===== src/rtl/dongwon_cache_ctrl.sv =====
// Direct-mapped write-through, no-write-allocate cache controller in front of dongwon_ram.
// Latency: read hit -> rvalid 1 cycle after accept; read miss -> rvalid 3 cycles; write -> wack 2 cycles.
// Backpressure: one request in flight; cpu_ready is high only in IDLE, and cpu_req is ignored otherwise.
//
// Ports:
//   clk, reset                        single clock, synchronous active-high reset
//   cpu_req/cpu_we/cpu_addr/cpu_wdata CPU request (sampled while cpu_ready=1)
//   cpu_ready/cpu_rvalid/cpu_rdata    CPU handshake and read return
//   cpu_wack                          write-issued pulse
//   mem_run/mem_we/mem_addr/mem_wdata RAM command; mem_rdata is the RAM's registered read data
//   mem_state                         RAM state_of_cache code (IDLE=000 WRITE=010 MISS=100 HIT=101)
module dongwon_cache_ctrl #(
   parameter int ADDR_WIDTH = 8,
   parameter int DATA_WIDTH = 32,
   parameter int LINES      = 16
) (
   input  logic                  clk,
   input  logic                  reset,
   input  logic                  cpu_req,
   input  logic                  cpu_we,
   input  logic [ADDR_WIDTH-1:0] cpu_addr,
   input  logic [DATA_WIDTH-1:0] cpu_wdata,
   output logic                  cpu_ready,
   output logic                  cpu_rvalid,
   output logic [DATA_WIDTH-1:0] cpu_rdata,
   output logic                  cpu_wack,
   output logic                  mem_run,
   output logic                  mem_we,
   output logic [ADDR_WIDTH-1:0] mem_addr,
   output logic [DATA_WIDTH-1:0] mem_wdata,
   input  logic [DATA_WIDTH-1:0] mem_rdata,
   output logic [2:0]            mem_state
);

   localparam int IDX = $clog2(LINES);
   localparam int TAG = ADDR_WIDTH - 2 - IDX;

   localparam logic [2:0] CODE_IDLE  = 3'b000;
   localparam logic [2:0] CODE_WRITE = 3'b010;
   localparam logic [2:0] CODE_MISS  = 3'b100;
   localparam logic [2:0] CODE_HIT   = 3'b101;

   typedef enum logic [2:0] {
      S_IDLE,
      S_HIT,
      S_MISS_REQ,
      S_FILL,
      S_WRITE
   } state_t;

   state_t state;

   // Line store. Tags and data carry no reset; only the valid bits matter after reset.
   logic [LINES-1:0]      line_valid;
   logic [TAG-1:0]        line_tag  [LINES];
   logic [DATA_WIDTH-1:0] line_data [LINES];

   // Request captured at the accept edge.
   logic [IDX-1:0]        req_idx;
   logic [TAG-1:0]        req_tag;
   logic [DATA_WIDTH-1:0] req_wdata;
   logic                  req_hit;

   // Lookup of the incoming address against the current line state.
   logic [IDX-1:0]        cpu_idx;
   logic [TAG-1:0]        cpu_tag;
   logic [ADDR_WIDTH-1:0] cpu_addr_al;
   logic                  lookup_hit;
   logic                  addr_lsb_unused;

   assign cpu_idx         = cpu_addr[2+IDX-1:2];
   assign cpu_tag         = cpu_addr[ADDR_WIDTH-1:2+IDX];
   assign cpu_addr_al     = {cpu_addr[ADDR_WIDTH-1:2], 2'b00};
   assign lookup_hit      = line_valid[cpu_idx] && (line_tag[cpu_idx] == cpu_tag);
   assign addr_lsb_unused = ^cpu_addr[1:0];

   assign cpu_ready = (state == S_IDLE);

   // Control FSM. RAM command outputs are registered on the edge that enters
   // the state they belong to, so they are valid for the whole state cycle.
   always_ff @(posedge clk) begin
      if (reset) begin
         state      <= S_IDLE;
         line_valid <= '0;
         cpu_rvalid <= 1'b0;
         cpu_wack   <= 1'b0;
         cpu_rdata  <= '0;
         mem_run    <= 1'b0;
         mem_we     <= 1'b0;
         mem_addr   <= '0;
         mem_wdata  <= '0;
         mem_state  <= CODE_IDLE;
         req_idx    <= '0;
         req_tag    <= '0;
         req_wdata  <= '0;
         req_hit    <= 1'b0;
      end else begin
         cpu_rvalid <= 1'b0;
         cpu_wack   <= 1'b0;
         mem_run    <= 1'b0;
         mem_we     <= 1'b0;
         case (state)
            S_IDLE: begin
               if (cpu_req) begin
                  req_idx   <= cpu_idx;
                  req_tag   <= cpu_tag;
                  req_wdata <= cpu_wdata;
                  req_hit   <= lookup_hit;
                  if (cpu_we) begin
                     state     <= S_WRITE;
                     mem_run   <= 1'b1;
                     mem_we    <= 1'b1;
                     mem_addr  <= cpu_addr_al;
                     mem_wdata <= cpu_wdata;
                     mem_state <= CODE_WRITE;
                  end else if (lookup_hit) begin
                     // Hit data is returned during the HIT cycle itself.
                     state      <= S_HIT;
                     cpu_rvalid <= 1'b1;
                     cpu_rdata  <= line_data[cpu_idx];
                     mem_state  <= CODE_HIT;
                  end else begin
                     state     <= S_MISS_REQ;
                     mem_run   <= 1'b1;
                     mem_addr  <= cpu_addr_al;
                     mem_state <= CODE_MISS;
                  end
               end
            end
            S_HIT: begin
               state     <= S_IDLE;
               mem_state <= CODE_IDLE;
            end
            S_MISS_REQ: begin
               // RAM latches out_data at the end of this cycle.
               state <= S_FILL;
            end
            S_FILL: begin
               state               <= S_IDLE;
               cpu_rdata           <= mem_rdata;
               cpu_rvalid          <= 1'b1;
               line_valid[req_idx] <= 1'b1;
               mem_state           <= CODE_IDLE;
            end
            S_WRITE: begin
               state     <= S_IDLE;
               cpu_wack  <= 1'b1;
               mem_state <= CODE_IDLE;
            end
            default: begin
               state     <= S_IDLE;
               mem_state <= CODE_IDLE;
            end
         endcase
      end
   end

   // Line tag/data updates. Gated by reset so an aborted fill leaves no trace.
   always_ff @(posedge clk) begin
      if (!reset) begin
         if (state == S_FILL) begin
            line_data[req_idx] <= mem_rdata;
            line_tag[req_idx]  <= req_tag;
         end else if ((state == S_WRITE) && req_hit) begin
            line_data[req_idx] <= req_wdata;
         end
      end
   end

endmodule


===== config.mk =====
export PLATFORM = sky130hd
export DESIGN_NAME = dongwon_cache_ctrl
export DESIGN_NICKNAME = d
export VERILOG_FILES = /design/src/rtl/dongwon_cache_ctrl.sv
export SDC_FILE = /design/constraint.sdc
export NUM_CORES = 1
export LEC_CHECK = 0
export CAP_MARGIN = 20
export CORE_AREA = 5 5 283 285
export CTS_BUF_LIST = sky130_fd_sc_hd__clkbuf_2
export CTS_CLUSTER_SIZE = 12
export DETAILED_ROUTE_END_ITERATION = 8
export DIE_AREA = 0 0 288 290
export GPL_ROUTABILITY_DRIVEN = 0
export GPL_TIMING_DRIVEN = 0
export MAX_ROUTING_LAYER = met4
export SLEW_MARGIN = 20
export SYNTH_ARGS = -nofsm -noshare
export SYNTH_HDL_FRONTEND = slang
export SYNTH_SLANG_ARGS = --single-unit

===== constraint.sdc =====
create_clock -name clk -period 3.5 [get_ports clk]
set_clock_uncertainty 0.1 [all_clocks]
set_input_delay 0.35 -clock clk [delete_from_list [all_inputs] [get_ports clk]]
set_output_delay 0.35 -clock clk [all_outputs]
set_load 0.03 [all_outputs]

# Word level (Yosys, flattened, before mapping)
# Memories as Yosys holds them, arrays and structs flattened.
# Cells that the tools add are included.
# word_totals
reg_bits	137
ram_bits	544
input_bits	76
output_inout_bits	80
wordCells	77
memories	2
# memory_table
memory	words	word_bits	read_ports	rd_ports_with_merged_regs	write_ports	line_no	source
line_data	16	32	1	0	1	56	logic [DATA_WIDTH-1:0] line_data [LINES];
line_tag	16	2	1	0	1	55	logic [TAG-1:0] line_tag [LINES];
# op_classes
n_lt_le_gt_ge	3
eq_ne	8
n_mux	34
n_bitwise	5
reduce_logical	11
# op_table
op	count
two-way mux 32 bit	4
one-hot mux 32 bit (2 select lines)	1
two-way mux 1 bit	17
two-way mux 8 bit	2
bitwise OR 16 bit	1
two-way mux 3 bit	4
one-hot mux 3 bit (2 select lines)	2
less-than comparator 4 x 5 -> 1 bit (second input constant)	2
== test 3 x 2 -> 1 bit (second input constant)	2
inequality test 2 bit (second input constant)	3
AND reduction 3 bit	2
binary-select mux 1 bit (select 4 bit)	1
demux 1 bit (select 4 bit)	1
greater-or-equal comparator 4 x 1 -> 1 bit (second input constant)	1
AND reduction 2 bit	2
AND reduction 4 bit	1
== test 3 bit (second input constant)	1
logical AND 1 bit	3
zero test 3 bit	1
inverter 1 bit	3
OR reduction 3 bit	1
== test 2 bit	1
two-way mux 2 bit	1
inequality test 2 x 1 -> 1 bit (second input constant)	1
other kinds (3)	3

# Longest topological paths before layout
# logic_depth
word_depth	7
depth_mapped	11
ltp_nobuf	7

# Worst setup path after synthesis
# Ideal clock, no wire load.
# synth_timing
path_kind	reg-to-reg
start	reg state[0]
end	mem line_data[3][0], enable pin
setup_ps	421
arrival_ps	2898
t_required_ps	2979
path_slack_ps	81
path_stages_with_launch	8
path_buffers	2
synth_period_minus_slack_ps	3419
path_cell_list	dfxtp_1 -> nand2_1 -> or2_2 -> clkbuf_1 -> clkbuf_1 -> o21ai_0 -> nand3_1 -> nor2_1
# synth_between
elab_chain_cells	7
word_cells_on_any_way	11
cone_classes	eq/ne (2); mux (7); bitwise (1); reduce/logical (1)
# synth_rtl
element	line_no	source
start, declared	51	state_t state;
start signal, assigned	83	state <= S_IDLE;
start signal, assigned	110	state <= S_WRITE;
start signal, assigned	118	state <= S_HIT;
== test 3 bit	164	end else if ((state == S_WRITE) && req_hit) begin
logical AND 1 bit	164	
two-way mux 1 bit	164	
two-way mux 1 bit	161	if (state == S_FILL) begin
two-way mux 1 bit	160	if (!reset) begin
two-way mux 1 bit (not written as such)	165	line_data[req_idx] <= req_wdata;
bitwise OR 1 bit (no source line) (*)	n/a	
end, declared	56	
# Mark *: on every way between the ends. The rest lies on a longest branch, timed or not.

# Final worst setup path
# layout_timing
start	reg state[0]
end	mem line_data[11][8], enable pin
# The elaborated chain is that of the path after synthesis.

==> results_dict.tcl <==
set metrics [dict create \
    start_kind "flip-flop" \
    cts_sinks 679 \
    critical_path.top_delay_family "simple AND/OR/NAND/NOR gates" \
    first_global_vias 17218 \
    chipHeight_um 290 \
    ys_ff_latch 679 \
    max_freq_ghz 0.292 \
    max_slew_margin_pct 25.9 \
    grt_start_max_net_pins 18 \
    wl_per_cell_um 24.4 \
    synth_area_per_cell_um2 17.1 \
    synth_ff_type "edfxtp_1" \
    dpl.hpwl_um 52000 \
    pwr_density_cell_nw_per_um2 471 \
    min_period_ns 3.43 \
    rsz0062_at_grt "false" \
    place_inst 2781 \
    yosys_warnings 0 \
    rows 102 \
    fin_hold_ws_ns 0.167 \
    async_reset_ff_share_pct 0 \
    hold_viol 0 \
    core-area_um2 77100 \
    viasPerCell 5.11 \
    post-route-period-util_pct 97.9 \
    crit_fanout 15 \
    drive_above_1_share_pct 28.8 \
    path_class "reg -> reg" \
    wl_um 78200 \
    synth-edff-count 544 \
    hold_path_class "in -> reg" \
    netlist_area_um2 26700 \
    seq_area_frac_synth_pct 71.2 \
    track_usage_pct 19.1 \
    synth-compound-area-share_pct 3.14 \
    grt_first_pass_wirelength_um 113000 \
    critPathBufInv 4 \
    dieArea_um2 83500 \
    vias 16384 \
    clock_path_buffers 3 \
    maxSlewViolCount 0 \
    grt-ovfl-total 0 \
    final_nets 2114 \
    initial_utilization_pct 34.7 \
    area_growth_pct 24.2 \
    numCtsBuffers 172 \
    drv_cap 0 \
    insertion_delay_ns 1.35 \
    path_clk_slew_ns 0.10 \
    finalSetupViolCount 0 \
    layout_commonest_cell "edfxtp_1" \
    worstPathCellList "nand2_1, or2_2, clkbuf_1, clkbuf_1, o21ai_1, nand3_1, nor2_4, buf_12, buf_16" \
    cp_slowest_cell "dfxtp_1" \
    ant_nets 0 \
    chipWidth_um 288 \
    drt-pass1-iter-count 6 \
    synth.area.mux_share_pct 16.2 \
    cts-root-buf "clkbuf_2" \
    route.detailed.drc 0 \
    synth_cells 1561 \
    synth-xor-area-share_pct 0.0655 \
    synthAdderAreaFrac_pct 0 \
    ctsHtreeMaxLevel 4 \
    drt_iter0_drc 1523 \
    required_ns 4.40 \
    vdd_drop_max_mv 0.245 \
    instances_no_fill 3208 \
    antenna_found_initial 3 \
    cts_tree "done" \
    slowest_delay_ns 0.43 \
    end_kind "flip-flop" \
    yosys.area_share.simple_pct 7.00 \
    ys_types 56 \
    ioPinCount 156 \
    io_buffer_count 148 \
    cellLeakagePower_nw 11.1 \
    status "complete, no violations" \
    final_cell_mix "edfxtp_1 (544), nand2_1 (249), clkbuf_2 (242)" \
    power_mw 15.7 \
    cp_common_cell "clkbuf_1" \
    tightest_slew_ns 1.11 \
    arrival_ns 4.33 \
    synth_top_family_by_area "multiplexers" \
]
[timing repair]
action,in CTS,in global routing
resized for setup,1,8
hold buffers,107,0
endpoints found under the hold margin,1043,0
buffers inserted,16,0
endpoints found under the setup margin,159,115
pin swaps,11,1
[through the flow]
stage	instance area, um2	util [%]	worst slack, ns	setup TNS, ns
after floorplan	26700	-	0.0805	0
after global placement	29500	38.3	-2.41	-1155.11
after detailed placement	30300	39.3	-0.762	-33.64
after CTS	33200	43.0	0.00775	0
after global routing	33200	43.1	0.0171	0
final	33200	43.1	0.0724	0
[per-layer routing]
| layer | global-route usage (%) | routed length [um] | up-vias |
|---|---|---|---|
| li1 | - | - | 7090 |
| met1 | 23.6 | 31200 | 8346 |
| met2 | 28.4 | 36100 | 812 |
| met3 | 8.14 | 8980 | 136 |
| met4 | 6.35 | 1880 | 0 |
| met5 | - | 0 | - |
[worst reg2reg max path, cell delays in order, from the launching register on]
cell and delay [ns]:
dfxtp_1 0.43, nand2_1 0.11, or2_2 0.28, clkbuf_1 0.20, clkbuf_1 0.38, o21ai_1 0.38, nand3_1 0.38, nor2_4 0.37
buf_12 0.24, buf_16 0.20
[layout make-up]
class | count | area (um2)
diodes | 4 | 10.0
plain buffers | 101 | 559
clock buffers | 239 | 1200
clock inverters | 61 | 387
fillers | 6964 | 43900
inverters | 20 | 75.1
multi-input cells | 762 | 7210
flip-flops and latches | 679 | 19000
well taps | 1040 | 1300
repair buffers | 302 | 3420
[cells in the mapped netlist (all sizes together) (2+ instances only)]
cell type	n	area, um2
mux4	164	3700
o211ai	2	28.8
clkbuf	47	210
nand3	6	42.5
a21oi	108	571
a2111oi	2	36.3
nor3	65	526
o22ai	16	100
mux2	33	375
edfxtp	544	16300
or2	2	12.5
o21ai	3	18.8
nor2b	6	37.5
mux2i	26	264
and3	3	23.8
nor2	43	161
nand2	251	942
buf	53	335
inv	20	75.1
nand2b	14	87.6
dfxtp	135	2700
[sequential cells by signal (all words and copies together), names as in the netlist, 2 cells and up]
register / flops
req_idx: 4
state: 3
mem_addr: 6
line_tag: 32
req_wdata: 32
line_data: 512
line_valid: 16
mem_state: 3
cpu_rdata: 32
req_tag: 2
mem_wdata: 32
[cells by family (layout without fill, tap and decap cells)]
group | after synthesis | after routing
AND/OR/NAND/NOR | 395 | 395
AO/OA/AOI/OAI | 140 | 140
flip-flops | 679 | 679
multiplexers | 223 | 223
other | 1 | 6
buffers and inverters | 121 | 723
XOR/XNOR | 2 | 2
[power breakdown]
part | switching (mW) | leakage, nW | internal (mW) | total [mW]
Sequential | 0.0605 | 5.98 | 8.77 | 8.83
Clock | 3.27 | 1.19 | 2.22 | 5.50
Combinational | 0.760 | 3.90 | 0.568 | 1.33
Total | 4.09 | 11.1 | 11.6 | 15.7
[final timing paths]
| check | slack [ns] | endpoint | cells after the start | start |
|---|---|---|---|---|
| setup / recovery | 0.07 | line_data[11][8] | 9 | state[0] |
| hold / removal | 0.17 | req_wdata[17] | 4 | cpu_wdata[17] |
| setup reg to reg | 0.07 | line_data[11][8] | 9 | state[0] |
| hold reg to reg | 0.36 | mem_wdata[19] | 2 | mem_wdata[19] |
Power figures use the tool's default switching activity.
